===== src/rtl/warp_defines.sv =====
// Shared warp pipeline definitions: FU completion-port indices, default widths,
// pipe encodings and small helpers used by the writeback stage.
package warp_defines;

  localparam int unsigned WB_NUM_FU = 8;
  localparam int unsigned WB_XLEN   = 64;
  localparam int unsigned RD_W      = 5;

  localparam int unsigned FU_XARITH0 = 0;
  localparam int unsigned FU_XARITH1 = 1;
  localparam int unsigned FU_XLOGIC0 = 2;
  localparam int unsigned FU_XLOGIC1 = 3;
  localparam int unsigned FU_XSHIFT  = 4;
  localparam int unsigned FU_XMULTL  = 5;
  localparam int unsigned FU_XMULTH  = 6;
  localparam int unsigned FU_XDIV    = 7;

  typedef enum logic [2:0] {
    PIPE_ARITH = 3'd0,
    PIPE_LOGIC = 3'd1,
    PIPE_SHIFT = 3'd2,
    PIPE_MUL   = 3'd3,
    PIPE_DIV   = 3'd4
  } pipe_e;

  function automatic logic [31:0] rd_onehot(input logic [RD_W-1:0] rd);
    rd_onehot = 32'd1 << rd;
  endfunction

endpackage


===== src/rtl/warp_rr_arb2.sv =====
// Two-grant round-robin arbiter: first requester from ptr_i wins grant 0, the
// next requester with a different destination register wins grant 1.
module warp_rr_arb2
  import warp_defines::*;
#(
  parameter int unsigned NUM_FU = WB_NUM_FU,
  parameter int unsigned PTR_W  = 3
) (
  input  logic [NUM_FU-1:0]      req_i,
  input  logic [PTR_W-1:0]       ptr_i,
  input  logic [RD_W*NUM_FU-1:0] rd_i,
  output logic [NUM_FU-1:0]      gnt0_o,
  output logic [NUM_FU-1:0]      gnt1_o
);

  logic            have0;
  logic            have1;
  logic [RD_W-1:0] rd0;
  logic [PTR_W:0]  sum;
  logic [PTR_W-1:0] idx;

  always_comb begin
    gnt0_o = '0;
    gnt1_o = '0;
    have0  = 1'b0;
    have1  = 1'b0;
    rd0    = '0;
    sum    = '0;
    idx    = '0;
    for (int unsigned i = 0; i < NUM_FU; i++) begin
      // Rotated index (ptr_i + i) mod NUM_FU without a divider.
      sum = {1'b0, ptr_i} + (PTR_W+1)'(i);
      if (sum >= (PTR_W+1)'(NUM_FU)) begin
        sum = sum - (PTR_W+1)'(NUM_FU);
      end
      idx = sum[PTR_W-1:0];
      if (req_i[idx]) begin
        if (!have0) begin
          gnt0_o[idx] = 1'b1;
          have0       = 1'b1;
          rd0         = rd_i[RD_W*idx +: RD_W];
        end else if (!have1 && (rd_i[RD_W*idx +: RD_W] != rd0)) begin
          gnt1_o[idx] = 1'b1;
          have1       = 1'b1;
        end
      end
    end
  end

endmodule


===== src/rtl/warp_writeback.sv =====
// Writeback stage: arbitrates FU completions onto two register-file write ports
// and clears reservations. Optional perf counters under WARP_WB_PERF_EN.
module warp_writeback
  import warp_defines::*;
#(
  parameter int unsigned NUM_FU = WB_NUM_FU,
  parameter int unsigned XLEN   = WB_XLEN
) (
  input  logic                   i_clk,
  input  logic                   i_rst,
  input  logic [NUM_FU-1:0]      i_fu_valid,
  output logic [NUM_FU-1:0]      o_fu_ready,
  input  logic [RD_W*NUM_FU-1:0] i_fu_rd,
  input  logic [XLEN*NUM_FU-1:0] i_fu_data,
  output logic                   o_wr0_en,
  output logic [4:0]             o_wr0_addr,
  output logic [XLEN-1:0]        o_wr0_data,
  output logic                   o_wr1_en,
  output logic [4:0]             o_wr1_addr,
  output logic [XLEN-1:0]        o_wr1_data,
  output logic [31:0]            o_resv_clear
`ifdef WARP_WB_PERF_EN
  ,
  output logic [31:0]            o_perf_retired,
  output logic [31:0]            o_perf_stall
`endif
);

  localparam int unsigned PTR_W = (NUM_FU > 1) ? $clog2(NUM_FU) : 1;

  logic [PTR_W-1:0]  rr_ptr_q, rr_ptr_d;
  logic [NUM_FU-1:0] gnt0, gnt1, gnt_all;
  logic [PTR_W-1:0]  idx0, idx1, last_idx;
  logic [RD_W-1:0]   rd0, rd1;
  logic [XLEN-1:0]   data0, data1;
  logic              any0, any1;

  logic              wr0_en_q, wr0_en_d;
  logic [4:0]        wr0_addr_q, wr0_addr_d;
  logic [XLEN-1:0]   wr0_data_q, wr0_data_d;
  logic              wr1_en_q, wr1_en_d;
  logic [4:0]        wr1_addr_q, wr1_addr_d;
  logic [XLEN-1:0]   wr1_data_q, wr1_data_d;
  logic [31:0]       resv_q, resv_d;

  warp_rr_arb2 #(
    .NUM_FU(NUM_FU),
    .PTR_W (PTR_W)
  ) u_arb (
    .req_i (i_fu_valid),
    .ptr_i (rr_ptr_q),
    .rd_i  (i_fu_rd),
    .gnt0_o(gnt0),
    .gnt1_o(gnt1)
  );

  assign gnt_all    = gnt0 | gnt1;
  assign o_fu_ready = i_rst ? '0 : gnt_all;
  assign any0       = |gnt0;
  assign any1       = |gnt1;

  always_comb begin
    idx0  = '0;
    idx1  = '0;
    rd0   = '0;
    rd1   = '0;
    data0 = '0;
    data1 = '0;
    for (int unsigned k = 0; k < NUM_FU; k++) begin
      if (gnt0[k]) begin
        idx0  = PTR_W'(k);
        rd0   = i_fu_rd[RD_W*k +: RD_W];
        data0 = i_fu_data[XLEN*k +: XLEN];
      end
      if (gnt1[k]) begin
        idx1  = PTR_W'(k);
        rd1   = i_fu_rd[RD_W*k +: RD_W];
        data1 = i_fu_data[XLEN*k +: XLEN];
      end
    end
  end

  // Grant 1 is always later in rotated order, so it is the last granted index.
  assign last_idx = any1 ? idx1 : idx0;

  always_comb begin
    rr_ptr_d = rr_ptr_q;
    if (any0) begin
      rr_ptr_d = (last_idx == PTR_W'(NUM_FU-1)) ? '0 : last_idx + 1'b1;
    end
  end

  always_comb begin
    wr0_en_d   = any0 && (rd0 != '0);
    wr0_addr_d = any0 ? rd0 : '0;
    wr0_data_d = any0 ? data0 : '0;
    wr1_en_d   = any1 && (rd1 != '0);
    wr1_addr_d = any1 ? rd1 : '0;
    wr1_data_d = any1 ? data1 : '0;
    resv_d     = '0;
    if (any0) resv_d = resv_d | rd_onehot(rd0);
    if (any1) resv_d = resv_d | rd_onehot(rd1);
  end

  always_ff @(posedge i_clk or posedge i_rst) begin
    if (i_rst) begin
      rr_ptr_q   <= '0;
      wr0_en_q   <= 1'b0;
      wr0_addr_q <= '0;
      wr0_data_q <= '0;
      wr1_en_q   <= 1'b0;
      wr1_addr_q <= '0;
      wr1_data_q <= '0;
      resv_q     <= '0;
    end else begin
      rr_ptr_q   <= rr_ptr_d;
      wr0_en_q   <= wr0_en_d;
      wr0_addr_q <= wr0_addr_d;
      wr0_data_q <= wr0_data_d;
      wr1_en_q   <= wr1_en_d;
      wr1_addr_q <= wr1_addr_d;
      wr1_data_q <= wr1_data_d;
      resv_q     <= resv_d;
    end
  end

  assign o_wr0_en     = wr0_en_q;
  assign o_wr0_addr   = wr0_addr_q;
  assign o_wr0_data   = wr0_data_q;
  assign o_wr1_en     = wr1_en_q;
  assign o_wr1_addr   = wr1_addr_q;
  assign o_wr1_data   = wr1_data_q;
  assign o_resv_clear = resv_q;

`ifdef WARP_WB_PERF_EN
  logic [31:0] retired_q, retired_d;
  logic [31:0] stall_q, stall_d;

  always_comb begin
    retired_d = retired_q + 32'(any0) + 32'(any1);
    stall_d   = stall_q;
    if (|(i_fu_valid & ~gnt_all)) stall_d = stall_q + 32'd1;
  end

  always_ff @(posedge i_clk or posedge i_rst) begin
    if (i_rst) begin
      retired_q <= '0;
      stall_q   <= '0;
    end else begin
      retired_q <= retired_d;
      stall_q   <= stall_d;
    end
  end

  assign o_perf_retired = retired_q;
  assign o_perf_stall   = stall_q;
`endif

endmodule


===== config.mk =====
export PLATFORM = sky130hd
export DESIGN_NAME = warp_writeback
export DESIGN_NICKNAME = d
export VERILOG_FILES = /design/src/rtl/warp_defines.sv /design/src/rtl/warp_rr_arb2.sv /design/src/rtl/warp_writeback.sv
export SDC_FILE = /design/constraint.sdc
export NUM_CORES = 1
export LEC_CHECK = 0
export ABC_AREA = 0
export BUFFER_PORTS_ARGS = -buffer_cell sky130_fd_sc_hd__clkbuf_2
export CORE_AREA = 3 3 286 288
export CTS_CLUSTER_SIZE = 40
export DETAILED_ROUTE_END_ITERATION = 6
export DIE_AREA = 0 0 289 291
export GPL_TIMING_DRIVEN = 1
export PLACE_DENSITY = 0.42
export RECOVER_POWER = 50
export SYNTH_ARGS = -nofsm -noshare
export SYNTH_HDL_FRONTEND = slang
export SYNTH_HIERARCHICAL = 1
export SYNTH_SLANG_ARGS = --single-unit

===== constraint.sdc =====
create_clock -name i_clk -period 22.4 [get_ports i_clk]
set_input_delay 3.36 -clock i_clk [delete_from_list [all_inputs] [get_ports i_clk]]
set_output_delay 3.36 -clock i_clk [all_outputs]
set_load 0.1 [all_outputs]

==> out/results.txt <==
worst slew pin tran = 6.12 ns
Yosys reg bits = 175
Net Count, Synth = 2,655
Worst setup EP type = primary output
worst reg2reg startpoint = rr_ptr_q[0]$_DFFE_PP0P_
Post-Syn Area = 17,600 um2
DRT iter0 DRCs = 2,945
crit path from = i_fu_valid[7]
post-CTS setup buffers = 0
Syn Inst Count = 2,085
top_reg_cell synth = dfrtp_1
Post-synth EDFFs = 0
Die W = 289 um
Finish-stage setup viols = 0
Critical Path Source Type = primary input
RSZ-0062 raised after global routing = false
CTS tree = done
mean cell area of the mapped netlist = 8.42 um2
Final ANT Viol Nets = 0
Die Ht = 291 um
GRT Overall Usage = 31.1%
I/O pins = 742
Hold-fix buffers, CTS = 0
filler cell count = 8,714
critical path endpoint = o_fu_ready[6]
Slew Limit Headroom = -308%
Port Buffers = 741
dpl ws = 10.03 ns
worst skew pair latency = 0.50 ns
GPL Wtd Cong = 0.975
largest net degree at the start of global routing = 132
GRT overflow = 0
signal arrival time at the worst endpoint = 9.23 ns
Bufs on Longest Clock Path = 2
Async SR Flop Fraction = 100%
R2R Path End = o_wr1_data[31]$_DFF_PP0_
cells on worst reg2reg path = 22
share of layout cells above drive strength 1 = 30.3%
TritonCTS buffer count = 17
initial antenna violation count = 43
Worst Path Required = 19.04 ns
Max Fclk = 0.0794 GHz
DP Wirelength = 100,000 um
final hold violations = 0
Max Slew Vio Count = 126
register area = 4380 um2
failing checks = capacitance limit, slew limit
Final Cycle Share = 56.2%
Core Area = 79,100 um2
cts repair resizes = 0
Initial Util = 22.2%
Worst Path Class, Setup = primary input to primary output
R2R setup slack = 12.74 ns
final wirelength = 136,000 um
Multi-input gate area = 12,100 um2
post-layout util = 28.7%
Tmin final = 12.59 ns
Clock Skews = 0.00869 ns
Worst-path clk slew = 0.08 ns
Cell Rows = 103
DRC viols = 0
library cells used by synthesis = 78
Hold Path Class = register to register
first-pass GRT wire length = 187,000 um
CTS sink cnt = 175
sequential area share after synthesis = 24.9%
nets@finish = 3,240
Wirelength per Cell = 36.2 um
root buffer cell = clkbuf_16
Final Worst Setup Slack = 9.81 ns
vias in the first global route = 23,200
Pre-Repair DR Iteration Count = 6
max-cap viol count = 1
setup TNS = 0 ns
die area = 84,100 um2
CP max FO = 13
P&R area growth vs syn = 29.4%
vias = 23,600
Via density = 6.26
H-tree levels = 4
status = complete, but fails checks
YS warnings = 6
-- cell usage in the layout (no fill, tap or decap), types with 53 or more instances in the layout --
| master | Yosys | final |
|---|---|---|
| clkbuf_2 | 0 | 599 |
| dfrtp_1 | 175 | 174 |
| clkbuf_1 | 180 | 142 |
| nor2_1 | 139 | 137 |
| a221oi_1 | 134 | 134 |
| nand2_1 | 130 | 128 |
| o22ai_1 | 110 | 110 |
| a211oi_1 | 109 | 109 |
| a221o_1 | 106 | 99 |
| nor3_1 | 94 | 93 |
| nand2b_1 | 78 | 77 |
| o2111ai_1 | 68 | 68 |
| inv_1 | 70 | 68 |
| a21oi_1 | 65 | 65 |
| mux2i_1 | 64 | 64 |
| buf_4 | 3 | 54 |
| o221ai_1 | 53 | 53 |
-- Yosys cell counts, types with 44 or more instances --
| master | number | share of area (%) |
|---|---|---|
| mux4_2 | 45 | 5.8 |
| a31oi_1 | 44 | 1.6 |
| o221ai_1 | 53 | 2.6 |
| nand2b_1 | 78 | 2.8 |
| a211oi_1 | 109 | 4.7 |
| clkbuf_1 | 180 | 3.8 |
| nor3_1 | 94 | 2.7 |
| a21oi_1 | 65 | 1.9 |
| o2111ai_1 | 68 | 3.4 |
| a221oi_1 | 134 | 6.7 |
| mux2i_1 | 64 | 3.6 |
| o22ai_1 | 110 | 3.9 |
| inv_1 | 70 | 1.5 |
| nand2_1 | 130 | 2.8 |
| dfrtp_1 | 175 | 25 |
| a221o_1 | 106 | 6.0 |
| nor2_1 | 139 | 3.0 |
-- per-layer routing --
layer  routed length (um)  global-route usage [%]  part of all wire [%]  vias to the layer above
met3                14700                    9.77                    11                      320
met4                 7080                    15.2                   5.2                       10
met1                52900                    39.0                    39                    11800
li1                     -                       -                     -                     9690
met5                   68                       0                 0.050                        -
met2                61600                    48.1                    45                     1721
-- worst min-delay path by stage --
stage,end,cells after the start,start,slack (ns)
CTS,rr_ptr_q[0]$_DFFE_PP0P_,3,rr_ptr_q[0]$_DFFE_PP0P_,0.92
global route,rr_ptr_q[0]$_DFFE_PP0P_,3,rr_ptr_q[0]$_DFFE_PP0P_,1.00
global placement,rr_ptr_q[0]$_DFFE_PP0P_,3,rr_ptr_q[0]$_DFFE_PP0P_,0.90
finish,rr_ptr_q[0]$_DFFE_PP0P_,3,rr_ptr_q[0]$_DFFE_PP0P_,0.93
floorplan,rr_ptr_q[0]$_DFFE_PP0P_,2,rr_ptr_q[0]$_DFFE_PP0P_,0.50
detailed placement,rr_ptr_q[0]$_DFFE_PP0P_,3,rr_ptr_q[0]$_DFFE_PP0P_,0.91
-- logic make-up after synthesis --
logic type / count (synthesis) / synth area share, %
buffers and inverters: 306 / 7.11
adders and majority gates: 8 / 0.570
AOI/OAI and AO/OA: 872 / 38.8
xor gates and xnor gates: 38 / 1.89
muxes: 138 / 11.3
DFF: 175 / 24.9
and+or+nand+nor: 548 / 15.4
-- area by class of cell --
class                      count  share of cell area [%]
tap                         1050                    5.78
sequential                   175                    19.3
antenna                       32                   0.352
multi-input combinational   1604                    53.4
timing repair buffer         796                    17.4
inverter                      76                    1.26
clock inverter                14                   0.611
clock buffer                  17                    1.87
-- registers in the layout (all words and copies together) (netlist names) --
| name | cells |
|---|---|
| rr_ptr_q | 3 |
| o_wr1_data | 64 |
| o_wr0_en | 1 |
| o_resv_clear | 32 |
| o_wr0_addr | 5 |
| o_wr0_data | 64 |
| o_wr1_en | 1 |
| o_wr1_addr | 5 |
-- worst max-delay path, cell delays in order --
cell      delay (ns)
clkbuf_2        0.16
mux2i_1         0.18
mux4_2          0.57
o32ai_1         1.17
o221a_2         0.38
a21oi_1         0.04
or3_1           0.42
o211ai_1        0.32
and3_1          0.23
nand3b_1        0.10
nor2_1          0.65
a221o_2         0.67
inv_1           0.18
a21oi_1         0.27
clkbuf_2        0.52
-- stage by stage --
stage               cell area [um2]  std cells  hold slack, ns
detailed placement            22300       3701           0.912
global route                  22700       3754            1.00
finish                        22700       3764           0.927
global placement              22300       3701           0.900
CTS                           22800       3732           0.924
floorplan                     17600       2085           0.499
Power is left out: the tool's default activity adds up to more than one toggle a clock period on the data nets, which glitch-free logic cannot reach.
